[config.mk]
export PLATFORM = sky130hd
export DESIGN_NAME = mem_port_arbiter
export DESIGN_NICKNAME = d
export VERILOG_FILES = /design/src/rtl/mem_arb_pkg.sv /design/src/rtl/mem_arb_prio.sv /design/src/rtl/mem_port_arbiter.sv
export SDC_FILE = /design/constraint.sdc
export NUM_CORES = 1
export LEC_CHECK = 0
export ABC_AREA = 0
export CELL_PAD_IN_SITES_DETAIL_PLACEMENT = 0
export CELL_PAD_IN_SITES_GLOBAL_PLACEMENT = 2
export CORE_UTILIZATION = 10
export CTS_CLUSTER_SIZE = 12
export DETAILED_ROUTE_END_ITERATION = 12
export PLACE_DENSITY_LB_ADDON = 0.12
export SYNTH_ARGS = -nofsm -noshare
export SYNTH_HDL_FRONTEND = slang
export SYNTH_HIERARCHICAL = 1
export SYNTH_SLANG_ARGS = --single-unit
[constraint.sdc]
create_clock -name clk -period 3.9 [get_ports clk]
set_input_delay 0.78 -clock clk [delete_from_list [all_inputs] [get_ports clk]]
set_output_delay 0.78 -clock clk [all_outputs]
set_load 0.1 [all_outputs]
[src/rtl/mem_arb_pkg.sv]
// Shared types and constants for the IF/D memory port arbiter.
package mem_arb_pkg;

  typedef enum logic [1:0] {
    OWN_NONE = 2'd0,
    OWN_IF   = 2'd1,
    OWN_D    = 2'd2
  } owner_e;

  localparam logic [2:0] FUNCT3_LW            = 3'd2;
  localparam int         DEFAULT_STARVE_LIMIT = 4;

endpackage

[src/rtl/mem_arb_prio.sv]
// Winner selection between fetch and data requesters, with a saturating
// counter that forces IF to win after STARVE_LIMIT consecutive D grants.
module mem_arb_prio
  import mem_arb_pkg::*;
#(
  parameter int STARVE_LIMIT = DEFAULT_STARVE_LIMIT,
  parameter int CNT_W        = 4
) (
  input  logic   clk,
  input  logic   rst_n,
  input  logic   if_req,
  input  logic   d_req,
  output owner_e winner
);

  localparam logic [CNT_W-1:0] LIMIT   = CNT_W'(STARVE_LIMIT);
  localparam logic [CNT_W-1:0] CNT_MAX = '1;

  logic [CNT_W-1:0] cnt;
  logic             starved;

  assign starved = (cnt >= LIMIT);

  // No grant may leave the arbiter while reset is held, even though
  // requests may already be presented.
  always_comb begin
    winner = OWN_NONE;
    if (rst_n) begin
      if (if_req && d_req) winner = starved ? OWN_IF : OWN_D;
      else if (if_req)     winner = OWN_IF;
      else if (d_req)      winner = OWN_D;
    end
  end

  // NOTE: state registers use non-blocking assignments so every flop samples
  // pre-edge values; blocking here would create order-dependent simulation.
  always_ff @(posedge clk or negedge rst_n) begin
    if (!rst_n) begin
      cnt <= '0;
    end else if (!if_req || winner == OWN_IF) begin
      cnt <= '0;
    end else if (winner == OWN_D && cnt != CNT_MAX) begin
      cnt <= cnt + 1'b1;
    end
  end

endmodule

[src/rtl/mem_port_arbiter.sv]
// Shares one memory port between instruction fetch and load/store.
// Optional MEM_ARB_RVFI_EN adds read/write byte-mask passthrough for D.
module mem_port_arbiter
  import mem_arb_pkg::*;
#(
  parameter int STARVE_LIMIT = DEFAULT_STARVE_LIMIT,
  parameter int CNT_W        = 4
) (
  input  logic        clk,
  input  logic        rst_n,
  input  logic        if_req,
  input  logic [31:0] if_addr,
  output logic        if_gnt,
  output logic        if_rvalid,
  output logic [31:0] if_rdata,
  input  logic        d_req,
  input  logic        d_we,
  input  logic [31:0] d_addr,
  input  logic [31:0] d_wdata,
  input  logic [2:0]  d_funct3,
  output logic        d_gnt,
  output logic        d_rvalid,
  output logic [31:0] d_rdata,
  output logic [31:0] mem_addr,
  output logic [31:0] mem_value,
  output logic [2:0]  mem_funct3,
  output logic        mem_read,
  output logic        mem_write,
`ifdef MEM_ARB_RVFI_EN
  input  logic [3:0]  mem_rmask,
  input  logic [3:0]  mem_wmask,
  output logic [3:0]  d_rmask,
  output logic [3:0]  d_wmask,
`endif
  input  logic [31:0] mem_data
);

  owner_e winner;
  owner_e owner_q;
  logic   store_q;

  mem_arb_prio #(
    .STARVE_LIMIT (STARVE_LIMIT),
    .CNT_W        (CNT_W)
  ) u_prio (
    .clk    (clk),
    .rst_n  (rst_n),
    .if_req (if_req),
    .d_req  (d_req),
    .winner (winner)
  );

  assign if_gnt = (winner == OWN_IF);
  assign d_gnt  = (winner == OWN_D);

  // NOTE: every output gets a default before the case so no path leaves a
  // value unassigned, which would otherwise infer a latch.
  always_comb begin
    mem_addr   = '0;
    mem_value  = '0;
    mem_funct3 = '0;
    mem_read   = 1'b0;
    mem_write  = 1'b0;
    case (winner)
      OWN_IF: begin
        mem_addr   = if_addr;
        mem_funct3 = FUNCT3_LW;
        mem_read   = 1'b1;
      end
      OWN_D: begin
        mem_addr   = d_addr;
        mem_value  = d_wdata;
        mem_funct3 = d_funct3;
        mem_read   = ~d_we;
        mem_write  = d_we;
      end
      default: ;
    endcase
  end

  // Response ownership; reset drops any in-flight response outright.
  always_ff @(posedge clk or negedge rst_n) begin
    if (!rst_n) begin
      owner_q <= OWN_NONE;
      store_q <= 1'b0;
    end else begin
      owner_q <= winner;
      store_q <= (winner == OWN_D) && d_we;
    end
  end

  assign if_rvalid = (owner_q == OWN_IF);
  assign d_rvalid  = (owner_q == OWN_D);
  assign if_rdata  = if_rvalid ? mem_data : '0;
  assign d_rdata   = (d_rvalid && !store_q) ? mem_data : '0;

`ifdef MEM_ARB_RVFI_EN
  assign d_rmask = d_rvalid ? mem_rmask : '0;
  assign d_wmask = d_rvalid ? mem_wmask : '0;
`endif

endmodule

==> Flow_metrics.wiki, run 1 <==
{| class="wikitable"
! Metric !! Value
|-
| Outcome || complete, no violations
|-
| Number of buffers on the longest clock path || 2
|-
| Worst setup startpoint || rst_n
|-
| Combined area of the multi-input logic cells || 1470 um2
|-
| Proportion of netlist area held by the largest area contributor || 0.423
|-
| Most frequent cells after synthesis || sky130_fd_sc_hd__and2_1, sky130_fd_sc_hd__nor2_1, sky130_fd_sc_hd__a22oi_1, sky130_fd_sc_hd__buf_2, sky130_fd_sc_hd__dfrtp_1
|-
| Overflow after GRT || 0
|-
| Post-synth net total || 365
|-
| Clock buffers created by TritonCTS || 3
|-
| Count of cell types in the netlist || 25
|-
| Number of nets in the finished design || 627
|-
| Gate Count Post-Synth || 225
|-
| Maximum clock frequency || 273 MHz
|-
| Final setup vio count || 0
|-
| Area of the die || 15400 um2
|-
| Cells resized by post-CTS repair || 0
|-
| Detailed-route wire length || 9620 um
|-
| Number of global-route vias before repair || 2641
|-
| H-tree lvl count || 1
|-
| Fill cells || 1499
|-
| P_leak || 2.13 nW
|-
| Number of iterations in the first detailed-routing pass || 4
|-
| Max-Cap Viols || 0
|-
| Final hold violations || 0
|-
| Clock slew at the register clock pins of the worst setup and hold paths || 30 ps
|-
| Area growth from synthesis to layout || 258%
|-
| Maximum number of pins on one net before global-route repair || 38
|-
| Worst Skew || 2.29 ps
|-
| Flip-flop cell with the highest count after synthesis || sky130_fd_sc_hd__dfrtp_1
|-
| Starting utilization of the core area || 0.103
|-
| CTS tree || built
|-
| GP Congestion || 0.717
|-
| Worst setup SP type || primary input
|-
| Final cell area excluding filler cells || 5340 um2
|-
| DRC viols || 0
|-
| Floorplan die width || 124 um
|-
| Data required time at the worst endpoint || 3120 ps
|-
| Via count || 2612
|-
| Placed Area || 5220 um2
|-
| Number of cells on the worst hold path || 2
|-
| Number of clock sinks || 7
|-
| Synthesized area per cell || 6.63 um2
|-
| Synth warn || 6
|-
| Leading cell types by total area after synthesis || sky130_fd_sc_hd__and2_1, sky130_fd_sc_hd__a22oi_1, sky130_fd_sc_hd__dfrtp_1
|-
| DIE HEIGHT || 124 um
|-
| Wire length per cell || 14.4 um
|-
| Unrepaired setup endpoints after global routing || false
|-
| Classification of the worst-slack hold path || reg2reg
|-
| Sequential Area || 175 um2
|-
| Most frequent cell after synthesis || sky130_fd_sc_hd__and2_1
|-
| Half-perimeter wire length after detailed placement || 8170 um
|-
| Number of buffers inserted for hold repair after clock tree synthesis || 0
|-
| Part of the cycle the worst path needs || 0.940
|-
| Clock latency reported for the late side of the worst-skew pair || 230 ps
|-
| Worst Tran Pin Value || 995 ps
|-
| Yosys reg bits || 7
|-
| Maximum vdd drop || 0.000178 V
|-
| Crit path time final || 3670 ps
|-
| Power per unit of standard cell area || 196 nW/um2
|-
| Critical path capture point type || output port
|-
| Root cell of the clock tree || sky130_fd_sc_hd__clkbuf_16
|-
| Highest net fanout along the worst path || 35
|-
| Vias per std cell || 3.90
|-
| Start point of the worst hold path || u_prio/cnt[1]$_DFFE_PN0P_
|-
| Cell count of the worst reg-to-reg path || 6
|-
| Total negative slack for setup checks || 0 ps
|-
| Row Count || 44
|-
| Number of buffers added on ports || 272
|-
| Number of enable-type register cells in the synthesized netlist || 0
|-
| Initial antenna violation count || 0
|-
| Global-route wire length before repair || 13200 um
|-
| Part of the Yosys area used for sequential elements || 0.117
|-
| Slew Viols, Final || 0
|-
| Ys async rst share || 1.00
|-
| Aggregate global-route resource usage || 0.112
|-
| Number of top-level pins || 273
|-
| DR iter-0 viols || 32
|-
| Reg-to-reg startpoint || u_prio/cnt[3]$_DFFE_PN0P_
|-
| Area of the mapped netlist || 1490 um2
|-
| Ratio of cells with drive above 1 in the final layout || 0.379
|-
| Arrival time at the worst endpoint || 2890 ps
|-
| Cell taking the most area after synthesis || sky130_fd_sc_hd__and2_1
|-
| Slew Limit Headroom || 0.335
|-
| Remaining antenna violation count || 0
|-
| Core area || 14500 um2
|-
| Count of inserted antenna diode cells || 0
|-
| Path type of the worst setup path || in2out
|}
layout make-up:
class                           count  area share
Clock buffer                        4      0.0148
Multi-Input combinational cell    193       0.276
Inverter                            4     0.00281
Sequential cell                     7      0.0328
Tap cell                          184      0.0431
Timing Repair Buffer              278       0.631
path summary, 6_finish.rpt:
path	endpoint	slack (ps)
min in group asynchronous	store_q$_DFF_PN0_	740
worst max-delay path	mem_addr[18]	230
max in group asynchronous	u_prio/cnt[0]$_DFFE_PN0P_	2830
worst min register to register	u_prio/cnt[1]$_DFFE_PN0P_	550
worst max register to register	store_q$_DFF_PN0_	2180
worst min-delay path	u_prio/cnt[1]$_DFFE_PN0P_	550
placed cells by master, fill, tap and decap left out, types with 2 or more instances in the layout:
| cell type | netlist | routed |
|---|---|---|
| sky130_fd_sc_hd__clkbuf_16 | 0 | 3 |
| sky130_fd_sc_hd__clkdlybuf4s50_1 | 0 | 136 |
| sky130_fd_sc_hd__nor2_4 | 0 | 33 |
| sky130_fd_sc_hd__a21oi_1 | 4 | 3 |
| sky130_fd_sc_hd__o31ai_1 | 2 | 2 |
| sky130_fd_sc_hd__nor2_1 | 36 | 3 |
| sky130_fd_sc_hd__buf_12 | 0 | 75 |
| sky130_fd_sc_hd__a22oi_1 | 32 | 32 |
| sky130_fd_sc_hd__dfrtp_1 | 7 | 7 |
| sky130_fd_sc_hd__o21ai_0 | 2 | 2 |
| sky130_fd_sc_hd__ha_1 | 4 | 3 |
| sky130_fd_sc_hd__buf_4 | 1 | 67 |
| sky130_fd_sc_hd__and2_1 | 101 | 101 |
| sky130_fd_sc_hd__inv_1 | 4 | 4 |
layer usage:
metal	vias up	global-route usage	routed length [um]
li1	1272	-	-
met2	180	0.221	5120
met3	6	0.0659	1670
met5	-	0	0
met1	1154	0.0969	2730
met4	0	0.0179	100
power breakdown:
part | switching [W] | internal, W
logic | 0.000497 | 0.000299
clock network | 0.0000363 | 0.000136
registers | 0.00000177 | 0.0000751
total | 0.000535 | 0.000510
stage by stage:
| step | power [W] | cells | hold slack [ps] | util | setup slack (ps) |
|---|---|---|---|---|---|
| after floorplan | 0.000549 | 225 | 484 | - | 36.2 |
| after global placement | 0.000872 | 664 | 532 | 0.359 | 53.2 |
| after detailed placement | 0.000873 | 664 | 544 | 0.359 | 38.4 |
| after CTS | 0.00105 | 668 | 549 | 0.364 | 35.0 |
| after global routing | 0.00109 | 670 | 593 | 0.367 | 65.4 |
| final | 0.00104 | 670 | 547 | 0.367 | 232 |
cell families (layout without fill, tap and decap cells):
| family | Yosys count | in the layout | synth area share |
|---|---|---|---|
| buffers and inverters | 25 | 286 | 0.0780 |
| flip-flops | 7 | 7 | 0.117 |
| adder cells (fa/ha/maj) | 4 | 4 | 0.0335 |
| AND/OR/NAND/NOR | 147 | 147 | 0.571 |
| AO/OA/AOI/OAI | 42 | 42 | 0.200 |
worst max-delay path, stage by stage:
cell	delay (ps)
sky130_fd_sc_hd__clkdlybuf4s50_1	540
sky130_fd_sc_hd__nand2_1	130
sky130_fd_sc_hd__nor2_1	270
sky130_fd_sc_hd__buf_4	180
sky130_fd_sc_hd__inv_1	40
sky130_fd_sc_hd__ha_1	200
sky130_fd_sc_hd__buf_12	180
sky130_fd_sc_hd__a22oi_1	320
sky130_fd_sc_hd__nor2_4	60
sky130_fd_sc_hd__buf_12	170
flip-flops by register name (all words and copies together), names as in the netlist:
| register | flops |
|---|---|
| u_prio/cnt | 4 |
| owner_q | 2 |
| store_q | 1 |
repair_timing:
action	CTS	global route
buffers inserted	0	2
setup endpoints to repair	0	34
hold endpoints to repair	0	0
Power figures use the tool's default switching activity.
==> inputs of run 2 (changes only) <==
--- a/config.mk
+++ b/config.mk
@@ -12,6 +12,7 @@
 export CTS_CLUSTER_SIZE = 12
 export DETAILED_ROUTE_END_ITERATION = 12
 export PLACE_DENSITY_LB_ADDON = 0.12
+export SLEW_MARGIN = 25
 export SYNTH_ARGS = -nofsm -noshare
 export SYNTH_HDL_FRONTEND = slang
 export SYNTH_HIERARCHICAL = 1
==> results of run 2 <==
The final DEF is identical to that of run 1; final timing and power are the same.
==> inputs of run 3 (changes only) <==
--- a/config.mk
+++ b/config.mk
@@ -8,9 +8,12 @@
 export ABC_AREA = 0
 export CELL_PAD_IN_SITES_DETAIL_PLACEMENT = 0
 export CELL_PAD_IN_SITES_GLOBAL_PLACEMENT = 2
-export CORE_UTILIZATION = 10
+export CORE_AREA = 2 2 105 107
 export CTS_CLUSTER_SIZE = 12
 export DETAILED_ROUTE_END_ITERATION = 12
+export DIE_AREA = 0 0 107 109
+export DONT_BUFFER_PORTS = 1
+export GPL_ROUTABILITY_DRIVEN = 0
 export PLACE_DENSITY_LB_ADDON = 0.12
 export SLEW_MARGIN = 25
 export SYNTH_ARGS = -nofsm -noshare
==> run 3 against run 2 <==
  * Core utilization decreased by 9.1 points
  * Critical endpoint is now mem_addr[28]
  * Global-route usage fell by 0.70 points
  * Register-to-register slack worse by 300 ps
  * Sequential share of layout area up 2.7 points
  * Via count decreased by 23%
  * Fmax increased by 10%
  * Clock-buffer cell count unchanged
  * Sequential power about the same
  * Power is 29% lower
  * Clock skew is 0.67 ps higher
  * Worst setup slack better by 340 ps
==> Flow_metrics.wiki, run 3 (synthesized netlist as in run 1, its figures left out) <==
{| class="wikitable"
! Metric !! Value
|-
| Starting utilization of the core area || 0.141 (was 0.103)
|-
| Clock network fraction of design power || 0.137 (was 0.165)
|-
| Power per unit of standard cell area || 252 nW/um2 (was 196 nW/um2)
|-
| Final hold violations || 0 (unchanged)
|-
| Initial antenna violation count || 0 (unchanged)
|-
| Max reg flops || 4 (unchanged)
|-
| Combinational group share of total power || 0.758 (was 0.762)
|-
| Master of the slowest instance on the critical path || sky130_fd_sc_hd__ha_4 (was sky130_fd_sc_hd__clkdlybuf4s50_1)
|-
| Cells resized by post-CTS repair || 0 (unchanged)
|-
| Vias per std cell || 4.16 (was 3.90)
|-
| Setup Buffers After CTS || 0 (unchanged)
|-
| Most common cell after layout, fill and taps aside || sky130_fd_sc_hd__buf_4 (was sky130_fd_sc_hd__clkdlybuf4s50_1)
|-
| Number of nets in the finished design || 486 (was 627)
|-
| Detailed-route wire length || 7160 um (was 9620 um)
|-
| Core area || 10600 um2 (was 14500 um2)
|-
| Via count || 2016 (was 2612)
|-
| Number of buffers added on ports || 0 (was 272)
|-
| Count of inserted antenna diode cells || 0 (unchanged)
|-
| Row Count || 38 (was 44)
|-
| DRC viols || 0 (unchanged)
|-
| CTS tree || built (unchanged)
|-
| Register-to-register setup slack || 1880 ps (was 2180 ps)
|-
| Critical path capture point type || output port (unchanged)
|-
| Global-route wire length before repair || 9740 um (was 13200 um)
|-
| Clock buffers created by TritonCTS || 3 (unchanged)
|-
| Slew Viols, Final || 0 (unchanged)
|-
| P_leak || 1.33 nW (was 2.13 nW)
|-
| Root cell of the clock tree || sky130_fd_sc_hd__clkbuf_8 (was sky130_fd_sc_hd__clkbuf_16)
|-
| Remaining antenna violation count || 0 (unchanged)
|-
| Final setup vio count || 0 (unchanged)
|-
| Area growth from synthesis to layout || 95.9% (was 258%)
|-
| Largest registers || u_prio/cnt: 4 flops, owner_q: 2 flops, store_q: 1 flops (unchanged)
|-
| Maximum vdd drop || 0.0000730 V (was 0.000178 V)
|-
| H-tree lvl count || 1 (unchanged)
|-
| Leading cell types in the layout, fill and taps excluded || sky130_fd_sc_hd__buf_4, sky130_fd_sc_hd__and2_1, sky130_fd_sc_hd__nor2_4 (was sky130_fd_sc_hd__clkdlybuf4s50_1, sky130_fd_sc_hd__and2_1, sky130_fd_sc_hd__buf_12)
|-
| Crit path time final || 3330 ps (was 3670 ps)
|-
| Aggregate global-route resource usage || 0.105 (was 0.112)
|-
| Data required time at the worst endpoint || 3120 ps (about the same)
|-
| Slew Limit Headroom || 0.357 (was 0.335)
|-
| Maximum number of pins on one net before global-route repair || 38 (unchanged)
|-
| Half-perimeter wire length after detailed placement || 5960 um (was 8170 um)
|-
| Ratio of cells with drive above 1 in the final layout || 0.528 (was 0.379)
|-
| Clock slew at the register clock pins of the worst setup and hold paths || 40 ps (was 30 ps)
|-
| Cell chain of the critical path || nor3b_1, nor2_1, and2_1, inv_1, ha_4, nor2_4, buf_4 (was clkdlybuf4s50_1, nand2_1, nor2_1, buf_4, inv_1, ha_1, buf_12, a22oi_1, nor2_4, buf_12)
|-
| Path type of the worst setup path || in2out (unchanged)
|-
| Number of buffers inserted for hold repair after clock tree synthesis || 0 (unchanged)
|-
| Classification of the worst-slack hold path || in2async (was reg2reg)
|-
| Wire length per cell || 14.8 um (was 14.4 um)
|-
| Total negative slack for setup checks || 0 ps (unchanged)
|-
| Outcome || complete, no violations (unchanged)
|-
| P_int || 0.000251 W (was 0.000510 W)
|-
| Register with the most flip-flops || u_prio/cnt (unchanged)
|-
| Seq pwr share || 0.104 (was 0.074)
|-
| Final Power || 0.000737 W (was 0.00104 W)
|-
| Worst setup SP type || primary input (unchanged)
|-
| Number of buffers on the longest clock path || 2 (unchanged)
|-
| Unrepaired setup endpoints after global routing || false (unchanged)
|-
| Slowest cell delay on critical path || 920 ps (was 540 ps)
|-
| Worst Skew || 2.96 ps (was 2.29 ps)
|-
| Number of clock sinks || 7 (unchanged)
|-
| Overflow after GRT || 0 (unchanged)
|-
| Arrival time at the worst endpoint || 2550 ps (was 2890 ps)
|-
| Clock latency reported for the late side of the worst-skew pair || 230 ps (about the same)
|-
| Worst Tran Pin Value || 964 ps (was 995 ps)
|-
| Number of iterations in the first detailed-routing pass || 4 (unchanged)
|-
| Number of global-route vias before repair || 1881 (was 2641)
|-
| DIE HEIGHT || 109 um (was 124 um)
|-
| Number of top-level pins || 273 (unchanged)
|-
| Switch Pwr || 0.000486 W (was 0.000535 W)
|-
| Max-Cap Viols || 0 (unchanged)
|-
| Fill cells || 1137 (was 1499)
|-
| Maximum clock frequency || 300 MHz (was 273 MHz)
|-
| Highest net fanout along the worst path || 34 (was 35)
|-
| Part of the cycle the worst path needs || 0.854 (was 0.940)
|-
| Switching share of power || 0.659 (was 0.512)
|-
| Floorplan die width || 107 um (was 124 um)
|-
| Area of the die || 11700 um2 (was 15400 um2)
|-
| DR iter-0 viols || 122 (was 32)
|}
-- run 3: path summary, 6_finish.rpt --
kind	startpoint	end	cells past startpoint
max reg2reg	u_prio/cnt[3]$_DFFE_PN0P_	store_q$_DFF_PN0_	7
min reg2reg	u_prio/cnt[1]$_DFFE_PN0P_	u_prio/cnt[1]$_DFFE_PN0P_	2
min	rst_n	u_prio/cnt[2]$_DFFE_PN0P_	0
max in group asynchronous	rst_n	owner_q[1]$_DFF_PN0_	0
min in group clk	u_prio/cnt[1]$_DFFE_PN0P_	u_prio/cnt[1]$_DFFE_PN0P_	2
max	d_req	mem_addr[28]	7
-- run 3: final cells by class --
class | count | area [um2] | share of cell area
Clock buffer | 4 | 45.0 | 0.0154
Timing Repair Buffer | 137 | 1030 | 0.352
Sequential cell | 7 | 175 | 0.0599
Inverter | 4 | 15.0 | 0.00513
Tap cell | 140 | 175 | 0.0599
Multi-Input combinational cell | 193 | 1490 | 0.508
-- run 3: metal layers --
layer	wire length, um	share of wire	vias to the layer above	global-route usage
met5	0	0	-	0
met1	2530	0.35	864	0.115
met4	53	0.0074	0	0.0195
li1	-	-	983	-
met2	3890	0.54	163	0.215
met3	678	0.095	6	0.0143
-- run 3: metrics by stage --
step           hold WS, ps  setup slack (ps)  std cells  utilization  area, um2
4_1_cts                244               538        485        0.276       2920
6_report               247               569        485        0.276       2920
3_5_place_dp           485               537        481        0.272       2880
2_1_floorplan          484              36.2        225            -       1750
3_3_place_gp           485               565        481        0.271       2870
5_1_grt                235               424        485        0.276       2920
-- run 3: power groups by stage --
stage / Combinational (W) / Clock, W / Sequential, W
after floorplan: 0.000472 / 0 / 0.0000773
after global placement: 0.000564 / 0 / 0.0000777
after detailed placement: 0.000563 / 0 / 0.0000780
after CTS: 0.000564 / 0.000103 / 0.0000770
after global routing: 0.000577 / 0.000111 / 0.0000773
final: 0.000559 / 0.000101 / 0.0000770
-- run 3: critical path, delay by kind of cell --
kind | cells | cell delay, ps
buf+inv | 2 | 360
fa+ha+maj | 1 | 920
simple gates | 4 | 460
